File: src/rtl/alu_issue_stage_if.sv
// alu_issue_stage_if: ID-side request, forwarding sources and EX-side operand bundle for the ALU issue stage.
interface alu_issue_stage_if #(parameter int DATA_WIDTH = 32);
    logic                  in_valid;
    logic                  in_ready;
    logic [31:0]           instr;
    logic [DATA_WIDTH-1:0] pc;
    logic [DATA_WIDTH-1:0] rs1_data;
    logic [DATA_WIDTH-1:0] rs2_data;
    logic                  flush;
    logic                  fwd_ex_valid;
    logic [4:0]            fwd_ex_rd;
    logic [DATA_WIDTH-1:0] fwd_ex_data;
    logic                  fwd_wb_valid;
    logic [4:0]            fwd_wb_rd;
    logic [DATA_WIDTH-1:0] fwd_wb_data;
    logic                  out_valid;
    logic                  out_ready;
    logic [DATA_WIDTH-1:0] ALUop1;
    logic [DATA_WIDTH-1:0] ALUop2;
    logic [3:0]            ALUctrl;
    logic [4:0]            rd;
    logic                  reg_write;
    logic                  branch;
    logic [2:0]            funct3_out;
    logic                  illegal;

    modport master (
        input  in_valid, instr, pc, rs1_data, rs2_data, flush,
               fwd_ex_valid, fwd_ex_rd, fwd_ex_data,
               fwd_wb_valid, fwd_wb_rd, fwd_wb_data, out_ready,
        output in_ready, out_valid, ALUop1, ALUop2, ALUctrl, rd,
               reg_write, branch, funct3_out, illegal
    );

    modport slave (
        output in_valid, instr, pc, rs1_data, rs2_data, flush,
               fwd_ex_valid, fwd_ex_rd, fwd_ex_data,
               fwd_wb_valid, fwd_wb_rd, fwd_wb_data, out_ready,
        input  in_ready, out_valid, ALUop1, ALUop2, ALUctrl, rd,
               reg_write, branch, funct3_out, illegal
    );
endinterface

File: src/rtl/alu_issue_stage.sv
// alu_issue_stage: RV32I decode + operand build, registered into EX behind valid/ready.
// Define ALU_ISSUE_FWD_EN to enable EX/WB operand forwarding (otherwise register data only).
module alu_issue_stage #(
    parameter int DATA_WIDTH = 32
) (
    input logic clk,
    input logic rst,
    alu_issue_stage_if.master bus
);
    localparam logic [6:0] OPC_R = 7'b0110011;
    localparam logic [6:0] OPC_I = 7'b0010011;
    localparam logic [6:0] OPC_LUI = 7'b0110111;
    localparam logic [6:0] OPC_AUIPC = 7'b0010111;
    localparam logic [6:0] OPC_BR = 7'b1100011;
    localparam logic [3:0] C_ADD = 4'b0000;
    localparam logic [3:0] C_SUB = 4'b0001;
    localparam logic [3:0] C_AND = 4'b0010;
    localparam logic [3:0] C_OR = 4'b0011;
    localparam logic [3:0] C_XOR = 4'b0100;
    localparam logic [3:0] C_SLL = 4'b0101;
    localparam logic [3:0] C_SRL = 4'b0110;
    localparam logic [3:0] C_SRA = 4'b0111;
    localparam logic [3:0] C_SRAI = 4'b1000;
    localparam logic [3:0] C_SLT = 4'b1001;
    localparam logic [3:0] C_SLTU = 4'b1010;
    localparam logic [3:0] C_PASS = 4'b1011;

    logic [6:0] opc;
    logic [2:0] f3;
    logic [6:0] f7;
    logic [4:0] rs1, rs2, rd_d;
    logic alt;
    logic [DATA_WIDTH-1:0] a, b, imm_i, imm_u, shamt, op1_d, op2_d;
    logic [3:0] base_ctrl, ctrl_d;
    logic ill_d, wr_d, br_d, accept;

    assign opc = bus.instr[6:0];
    assign f3 = bus.instr[14:12];
    assign f7 = bus.instr[31:25];
    assign rs1 = bus.instr[19:15];
    assign rs2 = bus.instr[24:20];
    assign rd_d = bus.instr[11:7];
    assign imm_i = DATA_WIDTH'(signed'(bus.instr[31:20]));
    assign imm_u = DATA_WIDTH'(signed'({bus.instr[31:12], 12'b0}));
    assign shamt = DATA_WIDTH'(bus.instr[24:20]);

`ifdef ALU_ISSUE_FWD_EN
    // EX wins over WB; x0 is never forwarded.
    assign a = (rs1 != 5'd0 && bus.fwd_ex_valid && bus.fwd_ex_rd == rs1) ? bus.fwd_ex_data :
               (rs1 != 5'd0 && bus.fwd_wb_valid && bus.fwd_wb_rd == rs1) ? bus.fwd_wb_data : bus.rs1_data;
    assign b = (rs2 != 5'd0 && bus.fwd_ex_valid && bus.fwd_ex_rd == rs2) ? bus.fwd_ex_data :
               (rs2 != 5'd0 && bus.fwd_wb_valid && bus.fwd_wb_rd == rs2) ? bus.fwd_wb_data : bus.rs2_data;
`else
    assign a = bus.rs1_data;
    assign b = bus.rs2_data;
`endif

    // funct7[5] selects SUB/SRA only where it is an opcode bit, not immediate data.
    assign alt = (opc == OPC_R || f3 == 3'b101) && f7[5];
    assign base_ctrl = f3 == 3'b000 ? (alt ? C_SUB : C_ADD) :
                       f3 == 3'b001 ? C_SLL :
                       f3 == 3'b010 ? C_SLT :
                       f3 == 3'b011 ? C_SLTU :
                       f3 == 3'b100 ? C_XOR :
                       f3 == 3'b101 ? (alt ? (opc == OPC_R ? C_SRA : C_SRAI) : C_SRL) :
                       f3 == 3'b110 ? C_OR : C_AND;

    always_comb begin
        op1_d = a;
        op2_d = b;
        ctrl_d = C_ADD;
        ill_d = 1'b0;
        wr_d = 1'b0;
        br_d = 1'b0;
        if (opc == OPC_R) begin
            wr_d = 1'b1;
            ctrl_d = base_ctrl;
            ill_d = !(f7 == 7'h00 || (f7 == 7'h20 && (f3 == 3'b000 || f3 == 3'b101)));
        end else if (opc == OPC_I) begin
            wr_d = 1'b1;
            ctrl_d = base_ctrl;
            op2_d = (f3 == 3'b001 || f3 == 3'b101) ? shamt : imm_i;
            ill_d = (f3 == 3'b001 && f7 != 7'h00) || (f3 == 3'b101 && f7 != 7'h00 && f7 != 7'h20);
        end else if (opc == OPC_LUI) begin
            wr_d = 1'b1;
            ctrl_d = C_PASS;
            op2_d = imm_u;
        end else if (opc == OPC_AUIPC) begin
            wr_d = 1'b1;
            op1_d = bus.pc;
            op2_d = imm_u;
        end else if (opc == OPC_BR) begin
            br_d = 1'b1;
            ctrl_d = C_SUB;
            ill_d = f3 == 3'b010 || f3 == 3'b011;
        end else begin
            ill_d = 1'b1;
        end
    end

    assign bus.in_ready = !bus.out_valid || bus.out_ready;
    assign accept = bus.in_valid && bus.in_ready;

    always_ff @(posedge clk) begin
        if (rst) begin
            bus.out_valid <= 1'b0;
            bus.ALUop1 <= '0;
            bus.ALUop2 <= '0;
            bus.ALUctrl <= '0;
            bus.rd <= '0;
            bus.reg_write <= 1'b0;
            bus.branch <= 1'b0;
            bus.funct3_out <= '0;
            bus.illegal <= 1'b0;
        end else if (bus.flush) begin
            bus.out_valid <= 1'b0;
        end else if (accept) begin
            bus.out_valid <= 1'b1;
            bus.ALUop1 <= op1_d;
            bus.ALUop2 <= op2_d;
            bus.ALUctrl <= ctrl_d;
            bus.rd <= rd_d;
            bus.reg_write <= wr_d && !ill_d && rd_d != 5'd0;
            bus.branch <= br_d && !ill_d;
            bus.funct3_out <= f3;
            bus.illegal <= ill_d;
        end else if (bus.out_ready) begin
            bus.out_valid <= 1'b0;
        end
    end
endmodule

File: src/flat_wrapper.sv
// flat-port wrapper written by rule: the top's interface ports become plain ports
module alu_issue_stage_flat 
#(
    parameter int DATA_WIDTH = 32
)
  (clk, rst, bus_in_valid, bus_instr, bus_pc, bus_rs1_data, bus_rs2_data, bus_flush, bus_fwd_ex_valid, bus_fwd_ex_rd, bus_fwd_ex_data, bus_fwd_wb_valid, bus_fwd_wb_rd, bus_fwd_wb_data, bus_out_ready, bus_in_ready, bus_out_valid, bus_ALUop1, bus_ALUop2, bus_ALUctrl, bus_rd, bus_reg_write, bus_branch, bus_funct3_out, bus_illegal);
  alu_issue_stage_if #(.DATA_WIDTH(DATA_WIDTH)) bus_i ();
  input logic clk;
  input logic rst;
  input wire logic [$bits(bus_i.in_valid)-1:0] bus_in_valid;
  input wire logic [$bits(bus_i.instr)-1:0] bus_instr;
  input wire logic [$bits(bus_i.pc)-1:0] bus_pc;
  input wire logic [$bits(bus_i.rs1_data)-1:0] bus_rs1_data;
  input wire logic [$bits(bus_i.rs2_data)-1:0] bus_rs2_data;
  input wire logic [$bits(bus_i.flush)-1:0] bus_flush;
  input wire logic [$bits(bus_i.fwd_ex_valid)-1:0] bus_fwd_ex_valid;
  input wire logic [$bits(bus_i.fwd_ex_rd)-1:0] bus_fwd_ex_rd;
  input wire logic [$bits(bus_i.fwd_ex_data)-1:0] bus_fwd_ex_data;
  input wire logic [$bits(bus_i.fwd_wb_valid)-1:0] bus_fwd_wb_valid;
  input wire logic [$bits(bus_i.fwd_wb_rd)-1:0] bus_fwd_wb_rd;
  input wire logic [$bits(bus_i.fwd_wb_data)-1:0] bus_fwd_wb_data;
  input wire logic [$bits(bus_i.out_ready)-1:0] bus_out_ready;
  output wire logic [$bits(bus_i.in_ready)-1:0] bus_in_ready;
  output wire logic [$bits(bus_i.out_valid)-1:0] bus_out_valid;
  output wire logic [$bits(bus_i.ALUop1)-1:0] bus_ALUop1;
  output wire logic [$bits(bus_i.ALUop2)-1:0] bus_ALUop2;
  output wire logic [$bits(bus_i.ALUctrl)-1:0] bus_ALUctrl;
  output wire logic [$bits(bus_i.rd)-1:0] bus_rd;
  output wire logic [$bits(bus_i.reg_write)-1:0] bus_reg_write;
  output wire logic [$bits(bus_i.branch)-1:0] bus_branch;
  output wire logic [$bits(bus_i.funct3_out)-1:0] bus_funct3_out;
  output wire logic [$bits(bus_i.illegal)-1:0] bus_illegal;
  assign bus_i.in_valid = bus_in_valid;
  assign bus_i.instr = bus_instr;
  assign bus_i.pc = bus_pc;
  assign bus_i.rs1_data = bus_rs1_data;
  assign bus_i.rs2_data = bus_rs2_data;
  assign bus_i.flush = bus_flush;
  assign bus_i.fwd_ex_valid = bus_fwd_ex_valid;
  assign bus_i.fwd_ex_rd = bus_fwd_ex_rd;
  assign bus_i.fwd_ex_data = bus_fwd_ex_data;
  assign bus_i.fwd_wb_valid = bus_fwd_wb_valid;
  assign bus_i.fwd_wb_rd = bus_fwd_wb_rd;
  assign bus_i.fwd_wb_data = bus_fwd_wb_data;
  assign bus_i.out_ready = bus_out_ready;
  assign bus_in_ready = bus_i.in_ready;
  assign bus_out_valid = bus_i.out_valid;
  assign bus_ALUop1 = bus_i.ALUop1;
  assign bus_ALUop2 = bus_i.ALUop2;
  assign bus_ALUctrl = bus_i.ALUctrl;
  assign bus_rd = bus_i.rd;
  assign bus_reg_write = bus_i.reg_write;
  assign bus_branch = bus_i.branch;
  assign bus_funct3_out = bus_i.funct3_out;
  assign bus_illegal = bus_i.illegal;
  alu_issue_stage #(.DATA_WIDTH(DATA_WIDTH)) u_core (.clk(clk), .rst(rst), .bus(bus_i));
endmodule
File: config.mk
export PLATFORM = sky130hd
export DESIGN_NAME = alu_issue_stage_flat
export DESIGN_NICKNAME = d
export VERILOG_FILES = /design/src/rtl/alu_issue_stage_if.sv /design/src/rtl/alu_issue_stage.sv /design/src/flat_wrapper.sv
export SDC_FILE = /design/constraint.sdc
export NUM_CORES = 1
export LEC_CHECK = 0
export CORE_ASPECT_RATIO = 1.2
export CORE_MARGIN = 4
export CORE_UTILIZATION = 35
export DETAILED_ROUTE_END_ITERATION = 10
export PLACE_DENSITY = 0.83
export SYNTH_ARGS = -nofsm -noshare
export SYNTH_HDL_FRONTEND = slang
export SYNTH_SLANG_ARGS = --single-unit
File: constraint.sdc
create_clock -name clk -period 4.3 [get_ports clk]
set_input_delay 1.29 -clock clk [delete_from_list [all_inputs] [get_ports clk]]
set_output_delay 1.29 -clock clk [all_outputs]
set_load 0.01 [all_outputs]
==> results by group <==
Place
  – DP Wirelength: approximately 10,000 um
  – Placer Congestion: a little over 0.8
  – PortBufs: 213

Floorplan
  – Total die area: between 0.01 and 0.015 sq mm
  – Io pins: 290
  – Rows: 41
  – Die Wd: ~100 um
  – Core area: 0.01062 sq mm
  – Die Ht: about 120 um
  – Initial Util: 0.3630

Job
  – Max cap viols: 0

Power
  – Comb pwr share: 0.215
  – Switching part of the total: 0.2590
  – Flop pwr share: 0.420
  – Leak: approximately 2.2 nW
  – Net Switching: 0.5009 mW
  – Peak VDD IR: between 200 and 250 uV
  – Clock share of power: 0.365
  – PD cells: just over 300 mW/mm^2
  – Int Pwr: ~1.4 mW

Timing
  – Final Max Slew Viols: 0
  – Final setup vio count: 0
  – Final hold viol count: 0
  – Setup_tns: 0 ps
  – Slew headroom: 0.3222
  – Worst Skew: ~7.8 ps
  – RSZ-0062 raised after global routing: no
  – Period utilisation layout: 0.8862
  – Crit path time final: roughly 3800 ps
  – Achievable frequency: roughly 0.26 GHz
  – Worst slew pin tran: 1017 ps

GRT
  – First-pass GRT wire length: around 22,000 um
  – Pin count of the biggest net entering global routing: 82
  – Gr usage total: 0.2128
  – Vias in the first global route: between 4,000 and 5,000
  – Initial antenna violation count: 0
  – Total global routing overflow: 0

Route
  – DRT Wirelength: around 14,000 um
  – Vias: ~4,300
  – ANT nets after route: 0
  – WL per Instance: about 18 um
  – Iteration-0 DRC Markers: around 220
  – TritonRoute pass-1 iters: 4
  – Drt drc: 0
  – Vias per Instance: around 5.5

Final layout
  – # diodes: 0
  – Most common cell after layout, fill and taps aside: clkdlybuf4s50_1
  – Area growth from synthesis to layout: 63.55%
  – Post-layout util: 0.5937
  – Nets: between 800 and 900
  – Commonest non-fill, non-tap cells in the layout: clkdlybuf4s50_1, dfxtp_1, nor2_1, nor3_1
  – Layout cell share with drive strength beyond 1: 0.09831

Worst setup path
  – CP Max Fanout: 3
  – Crit Path Class: in2out
  – CP Capture Type: output pin
  – Worst endpoint data arrival time: 2520 ps
  – Startpoint types: input port
  – CP required: about 3000 ps

Clocking
  – Post-CTS Setup Inserts: 0
  – Clk sinks: 80
  – Longest Clk Path Bufs: 2
  – Root buffer cell: clkbuf_16
  – Hold_buf cts: 0
  – Clock transition at path regs: around 60 ps
  – Total CTS buffers: 9
  – CTS tree: built
  – H-tree depth: 3
  – PostCTS Resize Cnt: 0
  – Clock Latency Late Sink: roughly 330 ps

Synthesis
  – Synthesized area per cell: 8.417 sq um
  – Post-synth cell types: 43
  – Synth Instances: between 400 and 500
  – Synth Warn #: 0
  – Largest area contributor in the netlist: dfxtp_1
  – EDFF count, synth: 0
  – Synth Register Bits: 80
  – Mapped Nets: ~670
  – Seq/Total Area, Yosys: 0.4154
  – Ys flop type: dfxtp_1
  – Yosys top cell area share: 0.4154
  – Syn Std Cell Area: 0.003855 sq mm
  – Async SR Flop Fraction: 0
  – Synth top area cells: dfxtp_1, nor4_2, nor3_1, nor2_1, a211oi_1

Min path
  – HP Class: reg2reg

Status
  – Run status: finished, final reports clean
critical path: stages:
cell,delay [ps]
clkdlybuf4s50_1,400
nor2b_1,270
inv_2,70
clkdlybuf4s50_1,490
flip-flops by register name, summed over array words and instances, names as in the netlist:
| register | count |
|---|---|
| u_core.bus.ALUctrl | 4 |
| u_core.bus.ALUop1 | 32 |
| u_core.bus.ALUop2 | 32 |
| u_core.bus.branch | 1 |
| u_core.bus.funct3_out | 3 |
| u_core.bus.illegal | 1 |
| u_core.bus.out_valid | 1 |
| u_core.bus.rd | 5 |
| u_core.bus.reg_write | 1 |
cells in the mapped netlist, types with 2 or more instances:
| cell type | n |
|---|---|
| nor3b_1 | 2 |
| buf_6 | 4 |
| clkbuf_1 | 25 |
| buf_2 | 15 |
| nand2b_1 | 4 |
| a221oi_1 | 5 |
| nor4_2 | 30 |
| o21ai_1 | 2 |
| buf_1 | 2 |
| nand2_1 | 30 |
| nor2b_1 | 5 |
| a211oi_1 | 22 |
| dfxtp_1 | 80 |
| inv_2 | 2 |
| a21oi_1 | 19 |
| nor2_1 | 73 |
| a31oi_1 | 3 |
| a311oi_1 | 7 |
| nor4_1 | 3 |
| and3_1 | 2 |
| nor3_1 | 73 |
| nor3_4 | 2 |
| nand4_1 | 2 |
| a22oi_1 | 17 |
| nand3_1 | 7 |
| a32oi_1 | 5 |
routing by layer:
| layer | up-vias | GRT usage | share of wire |
|---|---|---|---|
| li1 | 2053 | - | - |
| met1 | 1988 | 0.2476 | 0.39 |
| met2 | 194 | 0.3606 | 0.48 |
| met3 | 19 | 0.07102 | 0.10 |
| met4 | 0 | 0.09227 | 0.025 |
| met5 | - | 0 | 0 |
metrics by stage:
stage                     total power, mW  hold slack, ps  setup WS (ps)  std cells  area (sq um)
final                               1.934           451.8          489.5        780          6305
after global routing                2.031           480.1          453.8        780          6305
after CTS                           1.958           457.7          482.9        780          6305
after detailed placement            1.245           450.2          491.0        764          6030
after global placement              1.234           441.4          537.7        764          6030
after floorplan                    0.9912           476.1           1465        458          3855
final cells by class:
class / count / area [sq um]
Clock buffer: 11 / 242.7
Clock inverter: 5 / 32.53
Fill cell: 914 / 4314
Inverter: 3 / 11.26
Multi-Input combinational cell: 329 / 2026
Sequential cell: 80 / 1602
Tap cell: 129 / 161.4
Timing Repair Buffer: 223 / 2230
worst paths after layout:
| path | depth (start not counted) | slack [ps] | start | endpoint |
|---|---|---|---|---|
| setup / recovery | 4 | 490 | bus_out_ready | bus_in_ready |
| hold / removal | 2 | 450 | u_core.bus.ALUctrl[3] | u_core.bus.ALUctrl[3] |
| setup reg to reg | 6 | 2180 | u_core.bus.out_valid | u_core.bus.ALUop2[23] |
| hold reg to reg | 2 | 450 | u_core.bus.ALUctrl[3] | u_core.bus.ALUctrl[3] |
cells by family (layout without fill, tap and decap cells):
logic type      Yosys count  count (layout)  share of synthesized area
simple gates            240             240                     0.3570
buf+inv                  49             242                    0.06037
xor+xnor                  1               1                   0.002272
flops                    80              80                     0.4155
compound gates           88              88                     0.1649
power by group through the flow:
stage	clock, mW	sequential [mW]	combinational (mW)
finish	0.706	0.812	0.416
global route	0.765	0.817	0.449
CTS	0.727	0.812	0.419
detailed placement	0	0.828	0.417
global placement	0	0.825	0.409
floorplan	0	0.847	0.144
Power figures use the tool's default switching activity.
